$ cat config.mk
export PLATFORM = sky130hd
export DESIGN_NAME = uart_tx_mmio
export DESIGN_NICKNAME = d
export VERILOG_FILES = /design/src/rtl/uart_pkg.sv /design/src/rtl/sync_fifo.sv /design/src/rtl/uart_tx_mmio.sv
export SDC_FILE = /design/constraint.sdc
export NUM_CORES = 1
export LEC_CHECK = 0
export ABC_AREA = 1
export CORE_MARGIN = 2
export CORE_UTILIZATION = 44
export DETAILED_ROUTE_END_ITERATION = 12
export PLACE_DENSITY = 0.77
export SKIP_LAST_GASP = 1
export SYNTH_ARGS = -nofsm -noshare
export SYNTH_HDL_FRONTEND = slang
export SYNTH_SLANG_ARGS = --single-unit
$ cat constraint.sdc
create_clock -name clk -period 6.3 [get_ports clk]
set_clock_uncertainty 0.15 [all_clocks]
set_input_delay 0.945 -clock clk [delete_from_list [all_inputs] [get_ports clk]]
set_output_delay 0.945 -clock clk [all_outputs]
set_load 0.02 [all_outputs]
$ cat src/rtl/uart_pkg.sv
// Shared types and register-map constants for the memory-mapped UART transmitter.
package uart_pkg;

  typedef enum logic [1:0] {
    ST_IDLE,
    ST_START,
    ST_DATA,
    ST_STOP
  } state_t;

  localparam logic [2:0] OFF_DATA   = 3'h0;
  localparam logic [2:0] OFF_STATUS = 3'h4;

  localparam int unsigned STAT_BUSY      = 0;
  localparam int unsigned STAT_FULL      = 1;
  localparam int unsigned STAT_EMPTY     = 2;
  localparam int unsigned STAT_OVF       = 3;
  localparam int unsigned STAT_COUNT_LSB = 4;

  // The STATUS count field is four bits wide; deeper FIFOs report 15.
  function automatic logic [3:0] sat_count4(input logic [31:0] v);
    return (v > 32'd15) ? 4'hF : v[3:0];
  endfunction

endpackage

$ cat src/rtl/sync_fifo.sv
// Single-clock FIFO with show-ahead read data; a push while full is accepted only alongside a pop.
module sync_fifo #(
  parameter int unsigned WIDTH = 8,
  parameter int unsigned DEPTH = 8
) (
  input  logic                     clk,
  input  logic                     rst,
  input  logic                     push,
  input  logic                     pop,
  input  logic [WIDTH-1:0]         wdata,
  output logic [WIDTH-1:0]         rdata,
  output logic                     full,
  output logic                     empty,
  output logic [$clog2(DEPTH):0]   count
);

  localparam int unsigned AW = $clog2(DEPTH);
  localparam int unsigned CW = AW + 1;

  logic [WIDTH-1:0] mem [DEPTH];
  logic [AW-1:0]    wr_ptr;
  logic [AW-1:0]    rd_ptr;
  logic [CW-1:0]    cnt;
  logic             do_push;
  logic             do_pop;

  assign full    = (cnt == CW'(DEPTH));
  assign empty   = (cnt == '0);
  assign count   = cnt;
  assign rdata   = mem[rd_ptr];
  assign do_pop  = pop && !empty;
  assign do_push = push && (!full || do_pop);

  always_ff @(posedge clk) begin
    if (do_push) begin
      mem[wr_ptr] <= wdata;
    end
  end

  always_ff @(posedge clk) begin
    if (rst) begin
      wr_ptr <= '0;
      rd_ptr <= '0;
      cnt    <= '0;
    end else begin
      if (do_push) begin
        wr_ptr <= wr_ptr + 1'b1;
      end
      if (do_pop) begin
        rd_ptr <= rd_ptr + 1'b1;
      end
      case ({do_push, do_pop})
        2'b10:   cnt <= cnt + 1'b1;
        2'b01:   cnt <= cnt - 1'b1;
        default: cnt <= cnt;
      endcase
    end
  end

endmodule

$ cat src/rtl/uart_tx_mmio.sv
// Memory-mapped 8N1 UART transmitter: DATA/STATUS register window, transmit FIFO, serializer FSM.
module uart_tx_mmio
  import uart_pkg::*;
#(
  parameter int unsigned CLKS_PER_BIT = 104,
  parameter int unsigned FIFO_DEPTH   = 8,
  parameter logic [31:0] BASE_ADDR    = 32'h0040_0000
) (
  input  logic        clk,
  input  logic        rst,
  input  logic [31:0] mem_addr,
  input  logic [31:0] mem_wdata,
  input  logic [3:0]  mem_wmask,
  input  logic        mem_rstrb,
  output logic [31:0] io_rdata,
  output logic        io_hit,
  output logic        uart_tx
);

  localparam int unsigned BAUD_W = $clog2(CLKS_PER_BIT);
  localparam int unsigned CW     = $clog2(FIFO_DEPTH) + 1;
  localparam logic [BAUD_W-1:0] BAUD_RELOAD = BAUD_W'(CLKS_PER_BIT - 1);

  logic [31:0]       offset;
  logic              wr_en;
  logic              rd_en;
  logic              sel_status;
  logic              push;
  logic              overflow;
  logic              fifo_pop;
  logic [7:0]        fifo_rdata;
  logic              fifo_full;
  logic              fifo_empty;
  logic [CW-1:0]     fifo_count;
  logic              ovf;
  logic [31:0]       status_word;

  state_t            state;
  logic [BAUD_W-1:0] baud;
  logic [2:0]        bit_cnt;
  logic [7:0]        shreg;
  logic              tx;
  logic              unused_wdata;

  assign unused_wdata = ^mem_wdata[31:8];

  assign offset     = mem_addr - BASE_ADDR;
  assign io_hit     = (offset < 32'd8);
  assign sel_status = (offset[2:0] & OFF_STATUS) != '0;
  assign wr_en      = !rst && io_hit && (mem_wmask != '0);
  assign rd_en      = !rst && io_hit && mem_rstrb;
  assign push       = wr_en && !sel_status && mem_wmask[0];
  assign overflow   = push && fifo_full && !fifo_pop;

  // The FSM consumes a byte on the same edge it leaves IDLE or finishes a stop bit.
  assign fifo_pop = !fifo_empty &&
                    ((state == ST_IDLE) || ((state == ST_STOP) && (baud == '0)));

  sync_fifo #(
    .WIDTH (8),
    .DEPTH (FIFO_DEPTH)
  ) u_fifo (
    .clk   (clk),
    .rst   (rst),
    .push  (push),
    .pop   (fifo_pop),
    .wdata (mem_wdata[7:0]),
    .rdata (fifo_rdata),
    .full  (fifo_full),
    .empty (fifo_empty),
    .count (fifo_count)
  );

  always_comb begin
    status_word = '0;
    status_word[STAT_COUNT_LSB +: 4] = sat_count4(32'(fifo_count));
    status_word[STAT_OVF]   = ovf;
    status_word[STAT_EMPTY] = fifo_empty;
    status_word[STAT_FULL]  = fifo_full;
    status_word[STAT_BUSY]  = (state != ST_IDLE);
  end

  always_ff @(posedge clk) begin
    if (rst) begin
      io_rdata <= '0;
      ovf      <= 1'b0;
    end else begin
      if (rd_en) begin
        io_rdata <= sel_status ? status_word : '0;
      end
      // A same-cycle overflow outranks the clear-on-read.
      if (overflow) begin
        ovf <= 1'b1;
      end else if (rd_en && sel_status) begin
        ovf <= 1'b0;
      end
    end
  end

  always_ff @(posedge clk) begin
    if (rst) begin
      state   <= ST_IDLE;
      baud    <= '0;
      bit_cnt <= '0;
      shreg   <= '0;
      tx      <= 1'b1;
    end else begin
      case (state)
        ST_IDLE: begin
          tx <= 1'b1;
          if (!fifo_empty) begin
            shreg <= fifo_rdata;
            baud  <= BAUD_RELOAD;
            tx    <= 1'b0;
            state <= ST_START;
          end
        end
        ST_START: begin
          if (baud != '0) begin
            baud <= baud - 1'b1;
          end else begin
            baud    <= BAUD_RELOAD;
            bit_cnt <= '0;
            tx      <= shreg[0];
            shreg   <= {1'b0, shreg[7:1]};
            state   <= ST_DATA;
          end
        end
        ST_DATA: begin
          if (baud != '0) begin
            baud <= baud - 1'b1;
          end else begin
            baud <= BAUD_RELOAD;
            if (bit_cnt == 3'd7) begin
              tx    <= 1'b1;
              state <= ST_STOP;
            end else begin
              bit_cnt <= bit_cnt + 1'b1;
              tx      <= shreg[0];
              shreg   <= {1'b0, shreg[7:1]};
            end
          end
        end
        ST_STOP: begin
          if (baud != '0) begin
            baud <= baud - 1'b1;
          end else if (!fifo_empty) begin
            shreg <= fifo_rdata;
            baud  <= BAUD_RELOAD;
            tx    <= 1'b0;
            state <= ST_START;
          end else begin
            tx    <= 1'b1;
            state <= ST_IDLE;
          end
        end
        default: begin
          tx    <= 1'b1;
          state <= ST_IDLE;
        end
      endcase
    end
  end

  assign uart_tx = tx;

endmodule

==> impl_metrics.csv, run 1 <==
group,metric,value,unit
setup_path,path_delay_family,"buffers and inverters",
die,dieArea,12200,sq um
logic_synthesis,netlist_instances,537,
run,drv_cap,0,
setup_path,required,5.20,ns
sta,max_slew_margin,31.8,%
drt,vias_per_cell,5.00,
logic_synthesis,netlist_area,5000,sq um
die,io_pins,105,
drt,drt-initial-drc-count,397,
clock_tree,clk_path_buf_depth,2,
logic_synthesis,post-synth-top-area-fraction,38.4,%
sta,max_freq,0.275,GHz
pwr,power_density,376,nW/um^2
pwr,p_total,0.00223,W
die,rows,38,
logic_synthesis,syn_avg_cell_area,9.31,sq um
drt,drtPass1Iterations,4,
drt,routedWlPerCell,13.6,um
sta,layout_setup_ws,2.66,ns
setup_path,reg2reg_to,"u_fifo.mem[0][6]$_DFFE_PP_",
pwr,power.share.combinational,33.3,%
pwr,ir_drop,0.273,mV
clock_tree,htree_levels,3,
clock_tree,postCtsSetupRepairBufs,0,
pwr,p_seq_share,39.1,%
min_path,min_path_type,"reg -> reg",
setup_path,cp_max_fo,2,
die,die_y,111,um
finish,drive_above_1_share,7.89,%
logic_synthesis,synthDistinctLibCells,37,
drt,drc_errors,0,
grt,grt_pass1_vias,3541,
placement,routabilityCongestion,0.829,
finish,area_growth,18.4,%
grt,grt_pass1_wl,16.5,mm
logic_synthesis,ys.warnings.count,0,
clock_tree,tritoncts,"yes",
placement,dp_hpwl,6.85,mm
sta,worst_pin_slew,1.02,ns
setup_path,cpPeakStageDelay,0.59,ns
die,fp.dieW,111,um
clock_tree,cts_made_buffers,9,
die,start_util,45.5,%
setup_path,regToRegSetupSlack,3.52,ns
clock_tree,cts-root-buf,"clkbuf_16",
logic_synthesis,synth_top_cells_by_count,"nor2_1, edfxtp_1, nand2_1",
setup_path,reg2reg_depth,8,
sta,setup_tns,0,ns
drt,totalWireLength,9.97,mm
setup_path,worstPathCellList,"clkdlybuf4s50_1 > inv_1 > nor2_1 > nand3_1 > nor2_1 > nand2_2 > inv_1 > clkdlybuf4s50_1",
placement,pre_cts_ws,2.58,ns
min_path,holdPathEnd,"shreg[5]$_SDFFE_PP0P_",
pwr,switching_share,36.0,%
clock_tree,cts_sinks,107,
drt,ant_nets,0,
min_path,min_path_cells,2,
placement,io_buffers,51,
logic_synthesis,yosysTopAreaCell,"edfxtp_1",
sta,grt_setup_unrepaired,"no",
sta,finalSetupViolations,0,
setup_path,startpoint_type,"primary input",
sta,drv_slew,0,
grt,grt.total_usage,16.7,%
setup_path,reg2reg_from,"state[0]$_SDFFE_PP0P_",
setup_path,critPathArrivalTime,2.55,ns
logic_synthesis,yosysSeqAreaShare,55.7,%
finish,nets,674,
pwr,p_leak,2.33,nW
grt,antenna_found_initial,0,
drt,routed-via-count,3677,
die,coreArea,11000,sq um
outcome,status,"complete, no violations",
logic_synthesis,synth-seq-cells,107,
finish,diodes,0,
logic_synthesis,yosysMostFrequentCell,"nor2_1",
setup_path,critPathBufInv,4,
clock_tree,cts_hold_buffers,0,
grt,grt_start_max_net_pins,34,
clock_tree,cts_resized,0,
sta,period_needed,3.64,ns
logic_synthesis,synthArstFlopShare,0,%
clock_tree,worstSkewPairLatency,0.34,ns
setup_path,cp-end-kind,"output port",
setup_path,cpMaxStageDelayCell,"clkdlybuf4s50_1",
pwr,intPower,0.00143,W
min_path,hp-start,"shreg[5]$_SDFFE_PP0P_",
pwr,p_sw,0.000802,W
grt,grt.overflow.total,0,
logic_synthesis,yosys-top-cells-area,"edfxtp_1, dfxtp_1, nor2_1, o21ai_0, nand2_1",
sta,min_period_over_period,57.8,%
logic_synthesis,synth-main-ff-cell,"edfxtp_1",
pwr,clkPwrFrac,27.6,%
clock_tree,cts.clk_slew.worst_paths,0.07,ns
setup_path,worstSetupPathType,"in -> out",
logic_synthesis,synth_edf_count,64,
sta,finalHoldViolations,0,
-- area by class of cell --
class | count | area, sq um
timing repair buffer | 59 | 571
sequential | 107 | 2780
tap | 140 | 175
clock buffer | 9 | 225
clock inverter | 7 | 105
inverter | 59 | 221
fill | 957 | 5070
multi-input combinational | 355 | 1840
-- power by group through the flow --
stage | Sequential (W) | Combinational, W | Clock (W)
after floorplan | 0.000859 | 0.000600 | 0
after global routing | 0.000881 | 0.000846 | 0.000654
after CTS | 0.000870 | 0.000740 | 0.000629
final | 0.000870 | 0.000741 | 0.000616
after global placement | 0.000881 | 0.000698 | 0
after detailed placement | 0.000885 | 0.000734 | 0
-- cells in the final DEF, fill, tap and decap left out, types with 9 or more instances in the layout --
master,count
a21oi_1,37
clkbuf_16,9
clkdlybuf4s50_1,51
conb_1,24
dfxtp_1,43
edfxtp_1,64
ha_1,11
inv_1,56
nand2_1,64
nand3_1,17
nor2_1,81
nor3_1,9
o21ai_0,58
-- through the flow --
step	hold slack (ns)	utilization, %	area [sq um]	std cells
floorplan	0.273	-	5080	560
global placement	0.287	50.9	5590	720
detailed placement	0.300	50.9	5590	720
CTS	0.310	53.9	5920	736
global route	0.332	53.9	5920	736
finish	0.306	53.9	5920	736
-- registers in the layout (all words and copies together) (netlist names), named ones only --
signal	flops
u_fifo.mem	64
io_rdata	8
shreg	8
baud	7
u_fifo.count	4
bit_cnt	3
u_fifo.rd_ptr	3
u_fifo.wr_ptr	3
state	2
ovf	1
uart_tx	1
-- routing by layer --
| layer | routed length (um) | GRT usage [%] |
|---|---|---|
| met2 | 5170 | 30.6 |
| met4 | 49 | 4.25 |
| met3 | 534 | 4.28 |
| met1 | 4220 | 19.3 |
| met5 | 0 | 0 |
-- kinds of logic (layout without fill, tap and decap cells) --
logic type | after synthesis | after routing | synth area share, %
AO/OA/AOI/OAI | 116 | 116 | 12.5
XOR/XNOR | 5 | 5 | 0.876
adder cells (fa/ha/maj) | 12 | 12 | 3.15
buffers and inverters | 98 | 134 | 9.51
flip-flops | 107 | 107 | 55.7
multiplexers | 6 | 6 | 1.20
other | 1 | 24 | 0.0750
AND/OR/NAND/NOR | 192 | 192 | 17.0
-- how the worst max path moves through the flow --
stage | startpoint | endpoint | slack, ns | depth (start not counted)
floorplan | mem_addr[20] | u_fifo.mem[1][0]$_DFFE_PP_ | 3.36 | 11
finish | mem_addr[22] | io_hit | 2.66 | 8
CTS | mem_addr[22] | io_hit | 2.63 | 8
detailed placement | mem_addr[22] | u_fifo.mem[2][3]$_DFFE_PP_ | 2.58 | 12
global route | mem_addr[20] | io_hit | 2.56 | 9
global placement | mem_addr[22] | u_fifo.mem[1][0]$_DFFE_PP_ | 2.64 | 11
-- worst min-delay path, cell delays in order, from the launching register on --
cell     delay (ns)
dfxtp_1        0.31
inv_1          0.05
a21oi_1        0.05
No activity file was read; power rests on OpenSTA's default activity.
==> run 2: changes to the inputs <==
Clock period 6.3 ns to 3.7 ns, I/O delays scaled along.
==> run 2 against run 1 <==
First-iteration DRC count shrank 35%. Total power increased by 65%. Sequential share of layout area is 0.23 points higher. Count of clock-buffer cells in the layout stayed put. Worst hold slack got worse by 0.0072 ns. Global-route usage is 0.29 points lower. Combinational power up 73%. Largest cell class unchanged.
==> impl_metrics.csv, run 2 (synthesis results as in run 1) <==
group,metric,value,unit
sta,period_needed,2.84,ns
grt,grt.overflow.total,0,
finish,area_growth,17.8,%
outcome,status,"complete, no violations",
drt,routedWlPerCell,13.2,um
pwr,p_total,0.00368,W
clock_tree,worstSkewPairLatency,0.35,ns
clock_tree,cts_resized,0,
sta,grt_setup_unrepaired,"no",
finish,nets,677,
finish,final_cell_mix,"nor2_1, nand2_1, edfxtp_1",
finish,multi_input_area,1830,sq um
finish,largest_reg_flops,64,
finish,diodes,0,
sta,max_slew_margin,30.8,%
drt,drc_errors,0,
sta,hold-worst-slack,0.299,ns
pwr,p_leak,2.32,nW
clock_tree,cts_made_buffers,9,
pwr,ir_drop,0.371,mV
grt,grt_start_max_net_pins,34,
drt,drt-initial-drc-count,257,
die,coreArea,11000,sq um
finish,final_common_cell,"nor2_1",
min_path,min_path_type,"reg -> reg",
setup_path,cpPeakStageDelay,0.59,ns
setup_path,critPathArrivalTime,2.14,ns
setup_path,cp-end-kind,"output port",
drt,vias_per_cell,4.99,
drt,ant_nets,0,
sta,worst_pin_slew,1.04,ns
clock_tree,cts_hold_buffers,0,
drt,totalWireLength,9.76,mm
setup_path,required,2.99,ns
setup_path,cp_max_fo,2,
setup_path,regToRegSetupSlack,0.99,ns
finish,regMostFlops,"u_fifo.mem",
setup_path,path_delay_family,"buffers and inverters",
clock_tree,tritoncts,"yes",
placement,place_area,5600,sq um
clock_tree,cts_sinks,107,
die,rows,38,
clock_tree,cts-root-buf,"clkbuf_16",
clock_tree,cts.clk_slew.worst_paths,0.07,ns
sta,min_period_over_period,76.9,%
drt,drtPass1Iterations,5,
finish,fin_area,5890,sq um
placement,io_buffers,51,
finish,regArea,2780,sq um
setup_path,startpoint_type,"primary input",
clock_tree,htree_levels,3,
drt,routed-via-count,3686,
setup_path,worstSetupPathType,"in -> out",
sta,drv_slew,0,
die,dieArea,12200,sq um
pwr,power_density,624,nW/um^2
sta,finalSetupViolations,0,
grt,grt_pass1_wl,16.1,mm
setup_path,worstPathCellList,"clkdlybuf4s50_1 > inv_1 > nor2_1 > nand3_1 > nor2_1 > nand2_2 > inv_1 > clkdlybuf4s50_1",
sta,setup_tns,0,ns
finish,reg_top3,"u_fifo.mem (64), io_rdata (8), shreg (8)",
finish,fillCellCount,955,
die,start_util,45.5,%
grt,antenna_found_initial,0,
setup_path,cpMaxStageDelayCell,"clkdlybuf4s50_1",
clock_tree,postCtsSetupRepairBufs,0,
run,drv_cap,0,
finish,fin_util,53.6,%
grt,grt_pass1_vias,3541,
placement,routabilityCongestion,0.812,
clock_tree,clk_path_buf_depth,2,
grt,grt.total_usage,16.4,%
die,fp.dieW,111,um
finish,drive_above_1_share,7.85,%
die,io_pins,105,
sta,max_freq,0.352,GHz
die,die_y,111,um
setup_path,critPathBufInv,4,
placement,dp_hpwl,6.60,mm
sta,finalHoldViolations,0,
## run 2: changes by cell type in the layout (fill, tap and decap cells not counted)
cell / previous run / this run
buf_4: 8 / 11
bufinv_16: 2 / 0
clkinv_1: 0 / 1
clkinv_2: 1 / 0
clkinv_4: 0 / 1
inv_8: 2 / 3
nor3_1: 9 / 11
nor3_2: 4 / 2
## run 2: routing by layer
metal	wire length (um)	share of wire, %	vias to the layer above	global-route usage [%]
met5	0	0	-	0
met3	639	6.5	8	4.77
met4	112	1.1	0	6.50
li1	-	-	1864	-
met1	4150	42	1699	18.8
met2	4860	50	115	28.8
## run 2: layout make-up
cell class                      instances  area share [%]
Inverter                               59            3.76
Tap cell                              140            2.97
Sequential cell                       107            47.3
Timing Repair Buffer                   62            10.1
Multi-Input combinational cell        355            31.0
Clock inverter                          7            1.08
Clock buffer                            9            3.82
## run 2: through the flow
step           cells  worst slack [ns]
6_report         739             0.856
5_1_grt          739             0.707
4_1_cts          739             0.832
3_5_place_dp     723             0.546
3_3_place_gp     723             0.607
2_1_floorplan    560              1.15
## run 2: worst reg2reg max path: stages (launching register included)
cell and delay [ns]:
dfxtp_1 0.40, inv_1 0.09, ha_1 0.32, inv_1 0.18
nand2_1 0.10, nand2_1 0.13, inv_2 0.09, nand2_4 0.12
inv_1 0.07, ha_1 0.32, nand2_1 0.08, nand2_1 0.05
a31oi_1 0.19, inv_1 0.06, nand2_1 0.08, nand3_1 0.07
nand2_1 0.06, nor2_1 0.04
## run 2: report_power, final
| group | switching, W | internal (W) |
|---|---|---|
| Combinational | 0.000815 | 0.000467 |
| Clock | 0.000439 | 0.000474 |
| Sequential | 0.000111 | 0.00137 |
| Total | 0.00136 | 0.00231 |
## run 2: final timing paths
path | endpoint | startpoint | depth (start not counted)
worst max-delay path | io_hit | mem_addr[22] | 8
worst min-delay path | shreg[1]$_SDFFE_PP0P_ | shreg[1]$_SDFFE_PP0P_ | 2
worst max register to register | u_fifo.count[3]$_SDFFE_PP0P_ | state[0]$_SDFFE_PP0P_ | 17
worst min register to register | shreg[1]$_SDFFE_PP0P_ | shreg[1]$_SDFFE_PP0P_ | 2
==> run 3: changes to the inputs <==
Clock period 3.7 ns to 2.8 ns, I/O delays scaled along.
==> run 3 against run 2 <==
Worst setup slack got worse by 0.63 ns. Highest routed layer unchanged. Sequential cell count unchanged. Largest power group unchanged. Total power increased by 33%. Critical endpoint unchanged. Critical path type unchanged. Sequential power increased by 30%.
==> impl_metrics.csv, run 3 (synthesis results as in run 1) <==
group,metric,value,unit
outcome,status,"complete, no violations",
clock_tree,cts-root-buf,"clkbuf_16",
finish,reg_top3,"u_fifo.mem (64), io_rdata (8), shreg (8)",
grt,grt.overflow.total,0,
setup_path,required,2.23,ns
sta,min_period_over_period,92.0,%
grt,antenna_found_initial,0,
placement,dp_hpwl,6.75,mm
finish,fillCellCount,964,
setup_path,worstPathCellList,"clkdlybuf4s50_1 > inv_1 > nand2_1 > nor2_1 > nand2_1 > nor2_1 > nand2_2 > inv_1 > clkdlybuf4s50_1",
die,fp.dieW,111,um
setup_path,critPathArrivalTime,2.01,ns
sta,finalHoldViolations,0,
finish,final_cell_mix,"nor2_1, nand2_1, edfxtp_1",
run,drv_cap,0,
finish,nets,684,
clock_tree,clk_path_buf_depth,2,
die,coreArea,11000,sq um
setup_path,cp_max_fo,2,
drt,drt-initial-drc-count,214,
drt,drc_errors,0,
finish,drive_above_1_share,9.24,%
finish,regMostFlops,"u_fifo.mem",
drt,routed-via-count,3738,
finish,final_common_cell,"nor2_1",
sta,max_slew_margin,45.7,%
finish,area_growth,18.8,%
min_path,hp-start,"shreg[5]$_SDFFE_PP0P_",
drt,ant_nets,0,
clock_tree,cts_made_buffers,9,
setup_path,reg2reg_depth,19,
setup_path,cp-end-kind,"output port",
sta,layout_setup_ws,0.224,ns
drt,routedWlPerCell,13.2,um
placement,pre_cts_ws,-0.0370,ns
grt,grt_start_max_net_pins,33,
setup_path,cpMaxStageDelayCell,"clkdlybuf4s50_1",
die,dieArea,12200,sq um
placement,io_buffers,51,
placement,dp_cells,728,
pwr,p_total,0.00488,W
setup_path,reg2reg_from,"baud[0]$_SDFF_PP0_",
finish,stdcell_count,746,
clock_tree,cts_sinks,107,
finish,largest_reg_flops,64,
grt,grt_pass1_wl,16.5,mm
die,io_pins,105,
pwr,ir_drop,0.489,mV
drt,drtPass1Iterations,4,
setup_path,worstSetupPathType,"in -> out",
clock_tree,tritoncts,"yes",
sta,finalSetupViolations,0,
sta,period_needed,2.58,ns
setup_path,cpPeakStageDelay,0.59,ns
grt,grt.total_usage,16.5,%
min_path,min_path_type,"reg -> reg",
setup_path,reg2reg_to,"u_fifo.count[3]$_SDFFE_PP0P_",
pwr,p_leak,2.34,nW
sta,drv_slew,0,
finish,diodes,0,
drt,vias_per_cell,5.01,
sta,max_freq,0.388,GHz
setup_path,startpoint_type,"primary input",
die,start_util,45.5,%
clock_tree,htree_levels,3,
clock_tree,worstSkewPairLatency,0.35,ns
placement,routabilityCongestion,0.824,
die,rows,38,
setup_path,cp-startpoint,"mem_addr[20]",
sta,worst_pin_slew,0.814,ns
die,die_y,111,um
grt,grt_pass1_vias,3684,
drt,totalWireLength,9.82,mm
setup_path,cp-endpoint,"io_hit",
clock_tree,cts.clk_slew.worst_paths,0.07,ns
pwr,power_density,822,nW/um^2
setup_path,regToRegSetupSlack,0.23,ns
run 3: changes by cell type in the layout (fill, tap and decap cells not counted), sizes merged:
| cell | delta |
|---|---|
| buf | +7 |
| clkinv | +1 |
| clkinvlp | +1 |
| inv | -2 |
run 3: repair_timing:
| action | in CTS | in global routing |
|---|---|---|
| hold buffers | 0 | 0 |
| buffers inserted | 0 | 2 |
| gates resized for setup | 0 | 2 |
| endpoints found under the setup margin | 0 | 1 |
run 3: layer usage:
metal  GRT usage [%]  vias to the layer above  share of wire, %
li1                -                     1885                 -
met1            18.6                     1752                42
met2            30.4                       85                52
met3            3.79                       16               4.2
met4            5.67                        0               1.8
met5               0                        -                 0
run 3: metrics by stage:
step | hold slack [ns] | instance area [sq um] | utilization (%) | TNS [ns]
after floorplan | 0.273 | 5080 | - | 0
after global placement | 0.286 | 5640 | 51.3 | 0
after detailed placement | 0.290 | 5640 | 51.3 | -0.0370
after CTS | 0.302 | 5920 | 53.9 | 0
after global routing | 0.337 | 5940 | 54.1 | -0.0182
final | 0.305 | 5940 | 54.1 | 0
run 3: how the worst min path moves through the flow:
stage / cells past startpoint / end / slack (ns)
after detailed placement: 2 / shreg[1]$_SDFFE_PP0P_ / 0.29
after floorplan: 2 / shreg[1]$_SDFFE_PP0P_ / 0.27
after global placement: 2 / shreg[3]$_SDFFE_PP0P_ / 0.29
after CTS: 2 / shreg[1]$_SDFFE_PP0P_ / 0.30
final: 2 / shreg[5]$_SDFFE_PP0P_ / 0.30
after global routing: 2 / shreg[1]$_SDFFE_PP0P_ / 0.34
run 3: critical path: cells and delay by family:
| kind | cells | cell delay (ns) |
|---|---|---|
| buffers and inverters | 4 | 1.14 |
| and+or+nand+nor | 5 | 0.45 |
run 3: area by class of cell:
| cell class | instances | area [sq um] | share of cell area [%] |
|---|---|---|---|
| clock buffers | 9 | 225 | 3.79 |
| inverters | 59 | 221 | 3.73 |
| multi-input cells | 355 | 1830 | 30.8 |
| well taps | 140 | 175 | 2.95 |
| clock inverters | 7 | 58.8 | 0.990 |
| flip-flops and latches | 107 | 2780 | 46.8 |
| repair buffers | 69 | 646 | 10.9 |
run 3: where the power goes:
part	leakage, nW	switching, W	internal [W]
Sequential	0.927	0.000111	0.00181
Clock	0.139	0.000571	0.000618
Combinational	1.28	0.00111	0.000661
Total	2.34	0.00179	0.00309
